--- config.mk ---
export PLATFORM = sky130hd
export DESIGN_NAME = mystery_stream_decoder
export DESIGN_NICKNAME = d
export VERILOG_FILES = /design/src/rtl/mystery_pkg.sv /design/src/rtl/mystery_byte_fifo.sv /design/src/rtl/mystery_stream_decoder.sv
export SDC_FILE = /design/constraint.sdc
export NUM_CORES = 1
export LEC_CHECK = 0
export ABC_CLOCK_PERIOD_IN_PS = 3200
export BUFFER_PORTS_ARGS = -buffer_cell sky130_fd_sc_hd__buf_2
export CELL_PAD_IN_SITES_DETAIL_PLACEMENT = 1
export CELL_PAD_IN_SITES_GLOBAL_PLACEMENT = 1
export CORE_UTILIZATION = 42
export DETAILED_ROUTE_END_ITERATION = 6
export PLACE_DENSITY_LB_ADDON = 0.1
export SLEW_MARGIN = 20
export SYNTH_ARGS = -nofsm -noshare
export SYNTH_HDL_FRONTEND = slang
export SYNTH_SLANG_ARGS = --single-unit
--- constraint.sdc ---
create_clock -name clk -period 3.2 [get_ports clk]
set_input_delay 0.16 -clock clk [delete_from_list [all_inputs] [get_ports clk]]
set_output_delay 0.16 -clock clk [all_outputs]
set_load 0.1 [all_outputs]
--- src/rtl/mystery_pkg.sv ---
// Shared types and word transforms for the Mystery2 scrambler/decoder pair.
package mystery_pkg;

   typedef enum logic [1:0] {
      SEED_HI = 2'd0,
      SEED_LO = 2'd1,
      BYTE_A  = 2'd2,
      BYTE_B  = 2'd3
   } tag_e;

   typedef enum logic {
      HUNT  = 1'b0,
      TRACK = 1'b1
   } dec_state_e;

   // FIFO entry layout: {tag[1:0], byte[7:0]}
   localparam int ENTRY_W = 10;

   function automatic logic [15:0] swap_bytes(input logic [15:0] w);
      return {w[7:0], w[15:8]};
   endfunction

   function automatic logic [15:0] nibble_rev(input logic [15:0] w);
      return {w[3:0], w[7:4], w[11:8], w[15:12]};
   endfunction

endpackage

--- src/rtl/mystery_byte_fifo.sv ---
// First-word fall-through FIFO of tagged bytes; accepts up to two writes and
// one read per cycle and reports its free slot count.
module mystery_byte_fifo
   import mystery_pkg::*;
#(
   parameter int DEPTH = 4
) (
   input  logic                       clk,
   input  logic                       reset,
   input  logic [1:0]                 push_cnt_i,
   input  logic [ENTRY_W-1:0]         push_data0_i,
   input  logic [ENTRY_W-1:0]         push_data1_i,
   input  logic                       pop_i,
   output logic                       out_valid_o,
   output logic [ENTRY_W-1:0]         out_data_o,
   output logic [$clog2(DEPTH):0]     free_o
);

   localparam int AW = $clog2(DEPTH);

   logic [ENTRY_W-1:0] mem_q [DEPTH];
   logic [AW-1:0]      wr_ptr_q;
   logic [AW-1:0]      rd_ptr_q;
   logic [AW:0]        count_q;
   logic [AW-1:0]      wr_ptr_p1;
   logic               pop_ok;

   assign wr_ptr_p1 = wr_ptr_q + 1'b1;
   assign pop_ok    = pop_i && (count_q != '0);

   // NOTE: sequential state uses non-blocking assignments so every register
   // samples the pre-edge values of its neighbours.
   always_ff @(posedge clk) begin
      if (reset) begin
         wr_ptr_q <= '0;
         rd_ptr_q <= '0;
         count_q  <= '0;
      end else begin
         wr_ptr_q <= wr_ptr_q + AW'(push_cnt_i);
         rd_ptr_q <= rd_ptr_q + AW'(pop_ok);
         count_q  <= count_q + (AW+1)'(push_cnt_i) - (AW+1)'(pop_ok);
      end
   end

   // NOTE: storage is deliberately not reset; occupancy alone decides what is
   // valid, and leaving the array reset-free lets it map onto plain RAM/flops.
   always_ff @(posedge clk) begin
      if (push_cnt_i != 2'd0) mem_q[wr_ptr_q]  <= push_data0_i;
      if (push_cnt_i == 2'd2) mem_q[wr_ptr_p1] <= push_data1_i;
   end

   assign out_valid_o = (count_q != '0);
   assign out_data_o  = mem_q[rd_ptr_q];
   assign free_o      = (AW+1)'(DEPTH) - count_q;

endmodule

--- src/rtl/mystery_stream_decoder.sv ---
// Mystery2 receive decoder: follows the scrambler phase, flags broken
// transforms and extracts seed/A/B bytes into a tagged byte FIFO.
module mystery_stream_decoder
   import mystery_pkg::*;
#(
   parameter int DEPTH = 4,
   parameter int ERR_W = 8
) (
   input  logic             clk,
   input  logic             reset,
   input  logic             in_valid,
   output logic             in_ready,
   input  logic [15:0]      in_word,
   input  logic             in_sync,
   output logic             out_valid,
   input  logic             out_ready,
   output logic [7:0]       out_byte,
   output logic [1:0]       out_tag,
   output logic             locked,
   output logic             err_pulse,
   output logic [ERR_W-1:0] err_count
);

   localparam int AW = $clog2(DEPTH);

   dec_state_e         state_q, state_d;
   logic [15:0]        p_q, p_d;
   logic [1:0]         phase_q, phase_d;
   logic               err_pulse_q, err_pulse_d;
   logic [ERR_W-1:0]   err_count_q, err_count_d;

   logic               accept;
   logic               check_ok;
   logic [1:0]         push_cnt;
   logic [ENTRY_W-1:0] push_data0;
   logic [ENTRY_W-1:0] push_data1;
   logic [ENTRY_W-1:0] fifo_data;
   logic [AW:0]        free;

   // Readiness depends only on registered occupancy, never on out_ready.
   assign in_ready = (free >= (AW+1)'(2));
   assign accept   = in_valid && in_ready;

   always_comb begin
      check_ok = 1'b0;
      unique case (phase_q)
         2'd0: check_ok = (in_word == swap_bytes(p_q));
         2'd1: check_ok = (in_word[15:8] == p_q[7:0]);
         2'd2: check_ok = (in_word[7:0] == p_q[15:8]);
         2'd3: check_ok = (in_word == nibble_rev(p_q));
         default: check_ok = 1'b0;
      endcase
   end

   always_ff @(posedge clk) begin
      if (reset) begin
         state_q     <= HUNT;
         p_q         <= '0;
         phase_q     <= '0;
         err_pulse_q <= 1'b0;
         err_count_q <= '0;
      end else begin
         state_q     <= state_d;
         p_q         <= p_d;
         phase_q     <= phase_d;
         err_pulse_q <= err_pulse_d;
         err_count_q <= err_count_d;
      end
   end

   // NOTE: every combinational output gets a default first so no path can
   // leave it unassigned and infer a latch.
   always_comb begin
      state_d     = state_q;
      p_d         = p_q;
      phase_d     = phase_q;
      err_count_d = err_count_q;
      if (accept) begin
         if (in_sync) begin
            state_d = TRACK;
            p_d     = in_word;
            phase_d = 2'd0;
         end else if (state_q == TRACK) begin
            if (check_ok) begin
               p_d     = in_word;
               phase_d = phase_q + 2'd1;
            end else begin
               state_d = HUNT;
               phase_d = 2'd0;
               if (err_count_q != '1) err_count_d = err_count_q + 1'b1;
            end
         end
      end
   end

   always_comb begin
      push_cnt    = 2'd0;
      push_data0  = '0;
      push_data1  = '0;
      err_pulse_d = 1'b0;
      if (accept) begin
         if (in_sync) begin
            push_cnt   = 2'd2;
            push_data0 = {SEED_HI, in_word[15:8]};
            push_data1 = {SEED_LO, in_word[7:0]};
         end else if (state_q == TRACK) begin
            if (!check_ok) begin
               err_pulse_d = 1'b1;
            end else if (phase_q == 2'd1) begin
               push_cnt   = 2'd1;
               push_data0 = {BYTE_A, in_word[7:0]};
            end else if (phase_q == 2'd2) begin
               push_cnt   = 2'd1;
               push_data0 = {BYTE_B, in_word[15:8]};
            end
         end
      end
   end

   mystery_byte_fifo #(
      .DEPTH (DEPTH)
   ) u_fifo (
      .clk          (clk),
      .reset        (reset),
      .push_cnt_i   (push_cnt),
      .push_data0_i (push_data0),
      .push_data1_i (push_data1),
      .pop_i        (out_valid && out_ready),
      .out_valid_o  (out_valid),
      .out_data_o   (fifo_data),
      .free_o       (free)
   );

   assign out_byte  = fifo_data[7:0];
   assign out_tag   = fifo_data[9:8];
   assign locked    = (state_q == TRACK);
   assign err_pulse = err_pulse_q;
   assign err_count = err_count_q;

endmodule

==> results of run 1 <==
layer usage:
metal  track usage (%)  vias to the layer above
met5                 0                        -
met4             6.751                        0
met3             3.647                        9
met2             35.99                       30
met1             27.25                     1660
li1                  -                     1718
where the power goes:
| group | switching [uW] | internal, uW |
|---|---|---|
| combinational | 1010 | 431 |
| sequential | 126 | 1150 |
| clock | 360 | 350 |
registers in the layout (all words and copies together), names as in the netlist:
signal	flops
err_count	8
err_pulse	1
locked	1
p_q	16
phase_q	2
u_fifo.count_q	3
u_fifo.mem_q	40
u_fifo.rd_ptr_q	2
u_fifo.wr_ptr_q	2
layout by cell type (no fill, tap or decap), drive strengths merged, types with 6 or more instances in the layout:
cell,count
nor2,24
a21oi,18
xor2,19
dfxtp,39
xnor2,16
mux2i,29
nor2b,9
clkbuf,9
ha,13
inv,16
nand2b,33
buf,53
o21ai,47
clkinv,6
mux4,10
edfxtp,36
nand3,7
mux2,9
a22o,16
nand2,53
per-stage QoR:
step | util, % | hold WS [ns] | cells | total power [uW] | cell area, um^2
after global routing | 48.04 | 0.1269 | 642 | 3614 | 5049
after floorplan | - | 0.3436 | 479 | 2501 | 4616
after global placement | 46.30 | 0.4387 | 626 | 2708 | 4866
after detailed placement | 46.30 | 0.4466 | 626 | 2751 | 4866
final | 48.04 | 0.1236 | 642 | 3421 | 5049
after CTS | 48.04 | 0.1137 | 642 | 3463 | 5049
final timing paths:
kind,startpoint,endpoint,slack (ns)
min reg2reg,u_fifo.mem_q[1][9],u_fifo.mem_q[1][9],0.45
max reg2reg,phase_q[0],u_fifo.mem_q[3][0],0.31
min,in_valid,locked,0.12
max,phase_q[0],u_fifo.mem_q[3][0],0.31
cell families (layout without fill, tap and decap cells):
kind of cell	Yosys count	in the layout	share of synthesized area [%]
AOI/OAI and AO/OA	96	96	13.26
xor gates and xnor gates	35	35	6.645
adders and majority gates	14	14	3.960
buffers and inverters	59	86	5.994
DFF	75	75	40.36
muxes	48	48	13.37
and+or+nand+nor	152	152	16.41
area by class of cell:
type	count	area, um^2	area share (%)
clock buffer	9	123.9	2.454
clock inverter	7	58.81	1.165
inverter	17	63.81	1.264
multi-input combinational	345	2477	49.07
sequential	75	1862	36.88
tap	136	170.2	3.371
timing repair buffer	53	292.8	5.799
worst max-delay path, stage by stage, from the launching register on:
cell,delay (ns)
dfxtp_1,0.42
inv_1,0.09
ha_1,0.34
nand3b_1,0.20
or4_1,0.54
a21oi_2,0.27
buf_4,0.20
nand2_1,0.08
nand2b_1,0.38
==> run_results.csv, run 1 <==
group,metric,value,unit
clock_network,hold_buffers,0,
logic_synthesis,synth_most_common_cell,"nand2_1",
timing,period_share,90.21,%
logic_synthesis,synth_area,4613,um^2
final_layout,syn2layout_area_growth,9.439,%
critical_path,end_kind,"flip-flop",
global_route,antenna_found_initial,0,
pwr,irDropWorstVdd,440.9,uV
timing,fmax,346.4,MHz
logic_synthesis,ys.flop_type,"dfxtp_1",
detailed_routing,drt_iter0_drc,76,
timing,slew_violations,0,
critical_path,critical_path_class,"reg -> reg",
clock_network,post_cts_buffers,0,
clock_network,clock_path_buffers,2,
detailed_routing,routed.top_layer,"met4",
critical_path,start_kind,"flip-flop",
timing,rsz0062_at_grt,"no",
detailed_routing,antenna_left,0,
floorplanning,fp.dieH,106.8,um
placement,io_buffers,42,
global_route,track_usage,21.15,%
detailed_routing,dr_wl_met3,242,um
floorplanning,initial_core_util,43.90,%
timing,finalHoldViolCount,0,
timing,slew_headroom,44.73,%
final_layout,drive_gt1_share,18.38,%
clock_network,clk_latency,0.36,ns
logic_synthesis,synth_area_leader_cell,"edfxtp_1",
logic_synthesis,ys_seq_area_share,40.36,%
timing,setup_slack,0.3133,ns
final_layout,antennaDiodeCount,0,
critical_path,required,3.20,ns
placement,dp_hpwl,8691,um
global_route,grt_pass1_wl,18530,um
logic_synthesis,yosysTopAreaCellShare,23.43,%
floorplanning,die-area,11410,um^2
detailed_routing,met2_length,5748,um
detailed_routing,vias,3417,
clock_network,htree_levels,3,
global_route,overflow,0,
final_layout,nFillCells,1197,
logic_synthesis,synth_cell_types,50,
logic_synthesis,synth_area_leaders,"edfxtp_1 23%, dfxtp_1 17%, mux2i_1 6.3%",
logic_synthesis,yosys_warnings,0,
floorplanning,fp-row-count,37,
placement,gp_congestion,0.7537,
logic_synthesis,async_flop_share,0,%
timing,setup_violations,0,
pwr,power_density,677.6,nW/um^2
critical_path,arrival,2.88,ns
final_layout,fin_nets,536,
logic_synthesis,synth_seq_cells,75,
clock_network,cts_resized,0,
logic_synthesis,synthCells,479,
clock_network,clock-sinks,75,
detailed_routing,drt_wl_total,11310,um
run_status,status,"finished clean",
detailed_routing,wl_met1,5207,um
global_route,grt_pass1_vias,3449,
critical_path,ff2ff_path_depth,8,
global_route,grt_max_degree,54,
critical_path,cp_max_fo,9,
job,maxCapViolCount,0,
logic_synthesis,syn_nets,514,
timing,fin_skew,0.01503,ns
clock_network,clk_pin_slew_worst_paths,0.08,ns
floorplanning,io_pins,43,
logic_synthesis,synth_area_per_cell,9.631,um^2
timing,timing.final.crit_period,2.887,ns
clock_network,cts_tree,"done",
pwr,power_leakage,0.001950,uW
detailed_routing,drc,0,
floorplanning,coreArea,10510,um^2
timing,worst_pin_slew,0.8183,ns
floorplanning,die_w,106.8,um
clock_network,cts-root-buf,"clkbuf_8",
worst_hold_path,min_path_type,"in -> reg",
logic_synthesis,ys_top_cells_by_count,"53 x nand2_1, 47 x o21ai_0, 39 x dfxtp_1",
timing,setup-tns-final,0,ns
detailed_routing,viasPerCell,5.322,
logic_synthesis,synth_edf_count,36,
clock_network,cts_buffers,9,
worst_hold_path,whs_path_depth,4,
detailed_routing,drt_pass1_iterations,4,
detailed_routing,wl_per_cell,17.62,um
placement,post-place-ws,0.3167,ns
(Power assumes the default switching activity.)
==> inputs of run 2 (changes only) <==
--- a/config.mk
+++ b/config.mk
@@ -7,8 +7,10 @@
 export LEC_CHECK = 0
 export ABC_CLOCK_PERIOD_IN_PS = 3200
 export BUFFER_PORTS_ARGS = -buffer_cell sky130_fd_sc_hd__buf_2
+export CAP_MARGIN = 0
 export CELL_PAD_IN_SITES_DETAIL_PLACEMENT = 1
 export CELL_PAD_IN_SITES_GLOBAL_PLACEMENT = 1
+export CORE_ASPECT_RATIO = 1.75
 export CORE_UTILIZATION = 42
 export DETAILED_ROUTE_END_ITERATION = 6
 export PLACE_DENSITY_LB_ADDON = 0.1
==> run 2 against run 1 <==
Compared with the run above: die area grew 0.14%; worst hold slack gained 0.029 ns; global-route usage grew 1.3 points; largest power group unchanged; highest routed layer unchanged.
==> run_results.csv, run 2 (same netlist as run 1, synthesis figures left out) <==
group,metric,value,unit
floorplanning,fp.dieH,140.6,um
global_route,grt_pass1_vias,3799,
timing,period_share,92.37,%
timing,rsz0062_at_grt,"no",
clock_network,clk_pin_slew_worst_paths,0.06,ns
detailed_routing,dr_wl_met3,257,um
detailed_routing,wl_per_cell,18.02,um
timing,fmax,338.3,MHz
critical_path,critical_path_class,"reg -> reg",
detailed_routing,drc,0,
detailed_routing,vias,3499,
critical_path,path_cells,"inv_1 -> ha_1 -> nand3b_1 -> or4_1 -> a21oi_2 -> buf_4 -> o21ai_0 -> nand2_1",
detailed_routing,drt_pass1_iterations,4,
pwr,p_clk_share,28.5,%
global_route,antenna_found_initial,0,
timing,fin_skew,0.008477,ns
critical_path,cp-startpoint,"phase_q[0]",
critical_path,arrival,2.95,ns
critical_path,cp_max_fo,9,
detailed_routing,met2_length,6479,um
pwr,power_leakage,0.002035,uW
floorplanning,die_w,81.23,um
final_layout,antennaDiodeCount,0,
floorplanning,coreArea,10700,um^2
floorplanning,fp-row-count,50,
placement,dp_hpwl,8997,um
detailed_routing,antenna_left,0,
pwr,irDropWorstVdd,493.8,uV
clock_network,clock_path_buffers,2,
timing,worst_pin_slew,0.9261,ns
worst_hold_path,whs_path_depth,3,
critical_path,end_kind,"flip-flop",
pwr,power_density,732.3,nW/um^2
clock_network,cts_buffers,9,
pwr,swShare,40.63,%
critical_path,max_stage_delay,0.53,ns
final_layout,fin_nets,539,
pwr,p_switching,1551,uW
global_route,grt_max_degree,54,
global_route,track_usage,22.47,%
final_layout,final_area,5211,um^2
critical_path,crit_family,"simple AND/OR/NAND/NOR gates",
final_layout,layout_commonest_cell,"nand2_1",
placement,io_buffers,42,
critical_path,critPathBufInv,2,
detailed_routing,viasPerCell,5.476,
placement,place_area,4881,um^2
critical_path,ff2ff_path_depth,8,
detailed_routing,drt_iter0_drc,114,
clock_network,cts-root-buf,"clkbuf_16",
final_layout,syn2layout_area_growth,12.96,%
floorplanning,io_pins,43,
final_layout,largest_reg_flops,40,
clock_network,htree_levels,3,
worst_hold_path,min_path_type,"in -> reg",
detailed_routing,routed.top_layer,"met4",
pwr,p_seq_share,33.3,%
floorplanning,initial_core_util,43.12,%
global_route,overflow,0,
floorplanning,die-area,11420,um^2
timing,setup-tns-final,0,ns
timing,slew_headroom,37.45,%
critical_path,required,3.19,ns
pwr,internal_power,2266,uW
final_layout,drive_gt1_share,19.45,%
timing,timing.final.crit_period,2.956,ns
critical_path,start_kind,"flip-flop",
critical_path,rr_startpoint,"phase_q[0]",
final_layout,largest_register,"u_fifo.mem_q",
pwr,comb_power_share,38.2,%
final_layout,layout.cells.non_filler,639,
clock_network,cts_tree,"done",
placement,gp_congestion,0.8344,
timing,setup_violations,0,
final_layout,nFillCells,1232,
placement,place_inst,622,
detailed_routing,drt_wl_total,11520,um
detailed_routing,wl_met1,4513,um
critical_path,cp_slowest_cell,"or4_1",
global_route,grt_pass1_wl,19200,um
run_status,status,"finished clean",
job,maxCapViolCount,0,
timing,finalHoldViolCount,0,
critical_path,cp.depth,8,
final_layout,mostFrequentLayoutCells,"52 x nand2_1, 47 x o21ai_0, 42 x buf_2, 39 x dfxtp_1, 36 x edfxtp_1",
timing,slew_violations,0,
worst_hold_path,min-delay-start,"in_word[10]",
clock_network,clk_latency,0.34,ns
clock_network,clock-sinks,75,
run 2: final timing paths:
kind | endpoint | slack (ns)
worst max-delay path | u_fifo.mem_q[2][8] | 0.24
worst min-delay path | p_q[10] | 0.15
worst max register to register | u_fifo.mem_q[2][8] | 0.24
worst min register to register | u_fifo.mem_q[1][9] | 0.45
run 2: final cells by class:
| type | count | area, um^2 | share of cell area [%] |
|---|---|---|---|
| multi-input combinational | 345 | 2487 | 47.73 |
| sequential | 75 | 1862 | 35.73 |
| timing repair buffer | 56 | 319.1 | 6.122 |
| clock buffer | 9 | 225.2 | 4.322 |
| tap | 130 | 162.7 | 3.121 |
| clock inverter | 7 | 91.34 | 1.753 |
| inverter | 17 | 63.81 | 1.224 |
run 2: layer usage:
metal | up-vias | track usage, %
met2 | 47 | 41.80
met5 | - | 0
met3 | 18 | 4.337
li1 | 1724 | -
met1 | 1710 | 23.86
met4 | 0 | 9.023
run 2: through the flow:
step | worst slack [ns] | total power [uW] | hold slack, ns | util, %
after global routing | 0.03936 | 4027 | 0.1674 | 48.71
after detailed placement | 0.1575 | 2762 | 0.4466 | 45.63
after floorplan | 0.01508 | 2501 | 0.3436 | -
after CTS | 0.1173 | 3857 | 0.1540 | 48.58
final | 0.2442 | 3816 | 0.1525 | 48.71
after global placement | 0.2223 | 2712 | 0.4349 | 45.63
run 2: repair_timing:
action                                  CTS  global route
endpoints found under the setup margin    0             9
endpoints found under the hold margin     0             0
setup buffers                             0             0
resized for setup                         0             1
hold buffers                              0             0
run 2: worst reg2reg max path: stages (launching register included):
cell,delay [ns]
dfxtp_1,0.42
inv_1,0.09
ha_1,0.33
nand3b_1,0.19
or4_1,0.53
a21oi_2,0.36
buf_4,0.23
o21ai_0,0.08
nand2_1,0.38
run 2: power groups by stage:
stage	registers [uW]	clock network, uW	logic (uW)
final	1270	1090	1460
after detailed placement	1300	0	1460
after CTS	1280	1110	1470
after global routing	1300	1150	1580
after global placement	1290	0	1420
after floorplan	1250	0	1250
==> inputs of run 3 (changes only) <==
--- a/config.mk
+++ b/config.mk
@@ -11,10 +11,11 @@
 export CELL_PAD_IN_SITES_DETAIL_PLACEMENT = 1
 export CELL_PAD_IN_SITES_GLOBAL_PLACEMENT = 1
 export CORE_ASPECT_RATIO = 1.75
-export CORE_UTILIZATION = 42
+export CORE_UTILIZATION = 43
 export DETAILED_ROUTE_END_ITERATION = 6
 export PLACE_DENSITY_LB_ADDON = 0.1
 export SLEW_MARGIN = 20
 export SYNTH_ARGS = -nofsm -noshare
 export SYNTH_HDL_FRONTEND = slang
+export SYNTH_HIERARCHICAL = 1
 export SYNTH_SLANG_ARGS = --single-unit
==> run 3 against run 2 <==
Compared with the run above: global-route usage decreased by 0.97 points; clock skew decreased by 0.0020 ns; combinational power about the same; first-iteration DRC count decreased by 12%; worst hold slack got worse by 0.0058 ns; sequential cell count unchanged; cell count decreased by 11%; routed wire length decreased by 8.2%; critical path depth increased by 4; clock-buffer cell count unchanged; critical endpoint is now u_fifo/mem_q[2][9].
==> run_results.csv, run 3 <==
group,metric,value,unit
timing,worst_pin_slew,0.8073,ns
clock_network,clk_latency,0.33,ns
critical_path,arrival,3.02,ns
placement,place_inst,550,
clock_network,clock-sinks,75,
timing,period_share,91.78,%
worst_hold_path,min_to,"p_q[13]",
detailed_routing,drc,0,
floorplanning,io_pins,43,
critical_path,cp_max_fo,10,
global_route,grt_pass1_wl,16970,um
worst_hold_path,min_path_type,"in -> reg",
detailed_routing,vias,3075,
pwr,irDropWorstVdd,478.3,uV
placement,dp_hpwl,7831,um
timing,slew_headroom,45.77,%
final_layout,mostFrequentLayoutCells,"43 x nor2_1, 42 x buf_2, 40 x mux2_2, 40 x edfxtp_1, 34 x dfxtp_1",
critical_path,ff2ff_path_depth,12,
critical_path,end_kind,"flip-flop",
final_layout,largest_reg_flops,40,
final_layout,antennaDiodeCount,0,
timing,setup_violations,0,
global_route,grt_pass1_vias,3290,
clock_network,clock_path_buffers,2,
global_route,grt.met1_usage,22.53,%
global_route,antenna_found_initial,0,
global_route,overflow,0,
detailed_routing,viasPerCell,5.433,
detailed_routing,drt_iter0_drc,100,
run_status,status,"finished clean",
global_route,use_met3,3.300,%
clock_network,hold_buffers,0,
logic_synthesis,synthCells,380,
detailed_routing,wl_per_cell,18.68,um
global_route,track_usage,21.51,%
floorplanning,coreArea,9849,um^2
detailed_routing,antenna_left,0,
final_layout,drive_gt1_share,31.07,%
critical_path,rr_startpoint,"phase_q[0]",
pwr,power_leakage,0.001882,uW
final_layout,final_util,51.70,%
final_layout,layout_commonest_cell,"nor2_1",
critical_path,start_kind,"flip-flop",
timing,finalHoldViolCount,0,
critical_path,required,3.28,ns
logic_synthesis,synth_area_per_cell,11.50,um^2
timing,timing.final.crit_period,2.937,ns
clock_network,cts_tree,"done",
final_layout,layout.cells.non_filler,566,
detailed_routing,drt_wl_total,10570,um
global_route,busiest_layer,"met2",
final_layout,syn2layout_area_growth,16.55,%
final_layout,largest_register,"u_fifo/mem_q",
final_layout,final_area,5092,um^2
floorplanning,fp.dieH,135.3,um
job,maxCapViolCount,0,
timing,slew_violations,0,
placement,gp_congestion,0.8224,
detailed_routing,drt_pass1_iterations,3,
floorplanning,die_w,78.20,um
timing,fmax,340.5,MHz
clock_network,cts-root-buf,"clkbuf_16",
floorplanning,initial_core_util,44.36,%
critical_path,regToRegSetupSlack,0.26,ns
critical_path,critical_path_class,"reg -> reg",
worst_hold_path,min-delay-start,"in_word[13]",
pwr,power_density,718.3,nW/um^2
final_layout,fin_nets,468,
clock_network,cts_buffers,9,
critical_path,r2r-end,"u_fifo/mem_q[2][9]",
placement,place_area,4798,um^2
logic_synthesis,synth_area,4369,um^2
timing,holdWs,0.1467,ns
placement,io_buffers,42,
floorplanning,die-area,10580,um^2
global_route,grt_util_met2,41.67,%
pwr,power,3658,uW
worst_hold_path,whs_path_depth,3,
timing,fin_skew,0.006431,ns
global_route,grt_max_degree,37,
logic_synthesis,yosys_warnings,6,
clock_network,clk_pin_slew_worst_paths,0.06,ns
floorplanning,fp-row-count,48,
clock_network,htree_levels,3,
==> run 3: how the worst max path moves through the flow <==
| stage | from | to | slack, ns | cells past startpoint |
|---|---|---|---|---|
| final | phase_q[0] | u_fifo/mem_q[2][9] | 0.26 | 12 |
| after global routing | phase_q[0] | u_fifo/count_q[2] | -0.003 | 13 |
| after CTS | phase_q[0] | u_fifo/mem_q[3][1] | 0.13 | 10 |
| after detailed placement | phase_q[0] | u_fifo/count_q[2] | 0.18 | 13 |
| after global placement | phase_q[0] | u_fifo/mem_q[0][2] | 0.13 | 8 |
| after floorplan | u_fifo/count_q[0] | u_fifo/count_q[2] | 0.12 | 13 |
==> run 3: per-layer routing <==
layer	wire [um]	part of all wire (%)	up-vias
met1	4018	38	1520
met5	0	0	-
li1	-	-	1492
met3	182	1.7	23
met2	6130	58	40
met4	240	2.3	0
==> run 3: power breakdown <==
group	leakage (uW)	switching [uW]	internal, uW	total [uW]
logic	0.00109	989	455	1440
clock network	0.000131	426	537	962
registers	0.000659	97.2	1150	1250
total	0.00188	1510	2150	3660
==> run 3: worst max-delay path: stages (launching register included) <==
cell,delay (ns)
dfxtp_2,0.37
inv_1,0.06
ha_1,0.35
nand3b_1,0.18
nor4_2,0.06
a31o_2,0.25
nor2b_1,0.15
buf_4,0.17
nor2b_1,0.21
and3b_2,0.23
buf_4,0.22
buf_4,0.14
mux2_2,0.31
==> run 3: final cells by class <==
type | count | area [um^2]
clock buffer | 9 | 225.2
clock inverter | 7 | 60.06
fill | 1089 | 4757
inverter | 12 | 45.04
multi-input combinational | 280 | 2347
sequential | 75 | 1903
tap | 125 | 156.4
timing repair buffer | 58 | 355.3
==> run 3: repair_timing <==
action	4_1_cts	5_1_grt
endpoints found under the setup margin	0	31
gates resized for setup	0	3
setup buffers	0	0
hold endpoints to repair	0	0
==> run 3: metrics by stage <==
stage,TNS [ns],worst slack (ns)
2_1_floorplan,0,0.1238
3_3_place_gp,0,0.1282
3_5_place_dp,0,0.1835
4_1_cts,0,0.1333
5_1_grt,-0.003459,-0.003459
6_report,0,0.2631
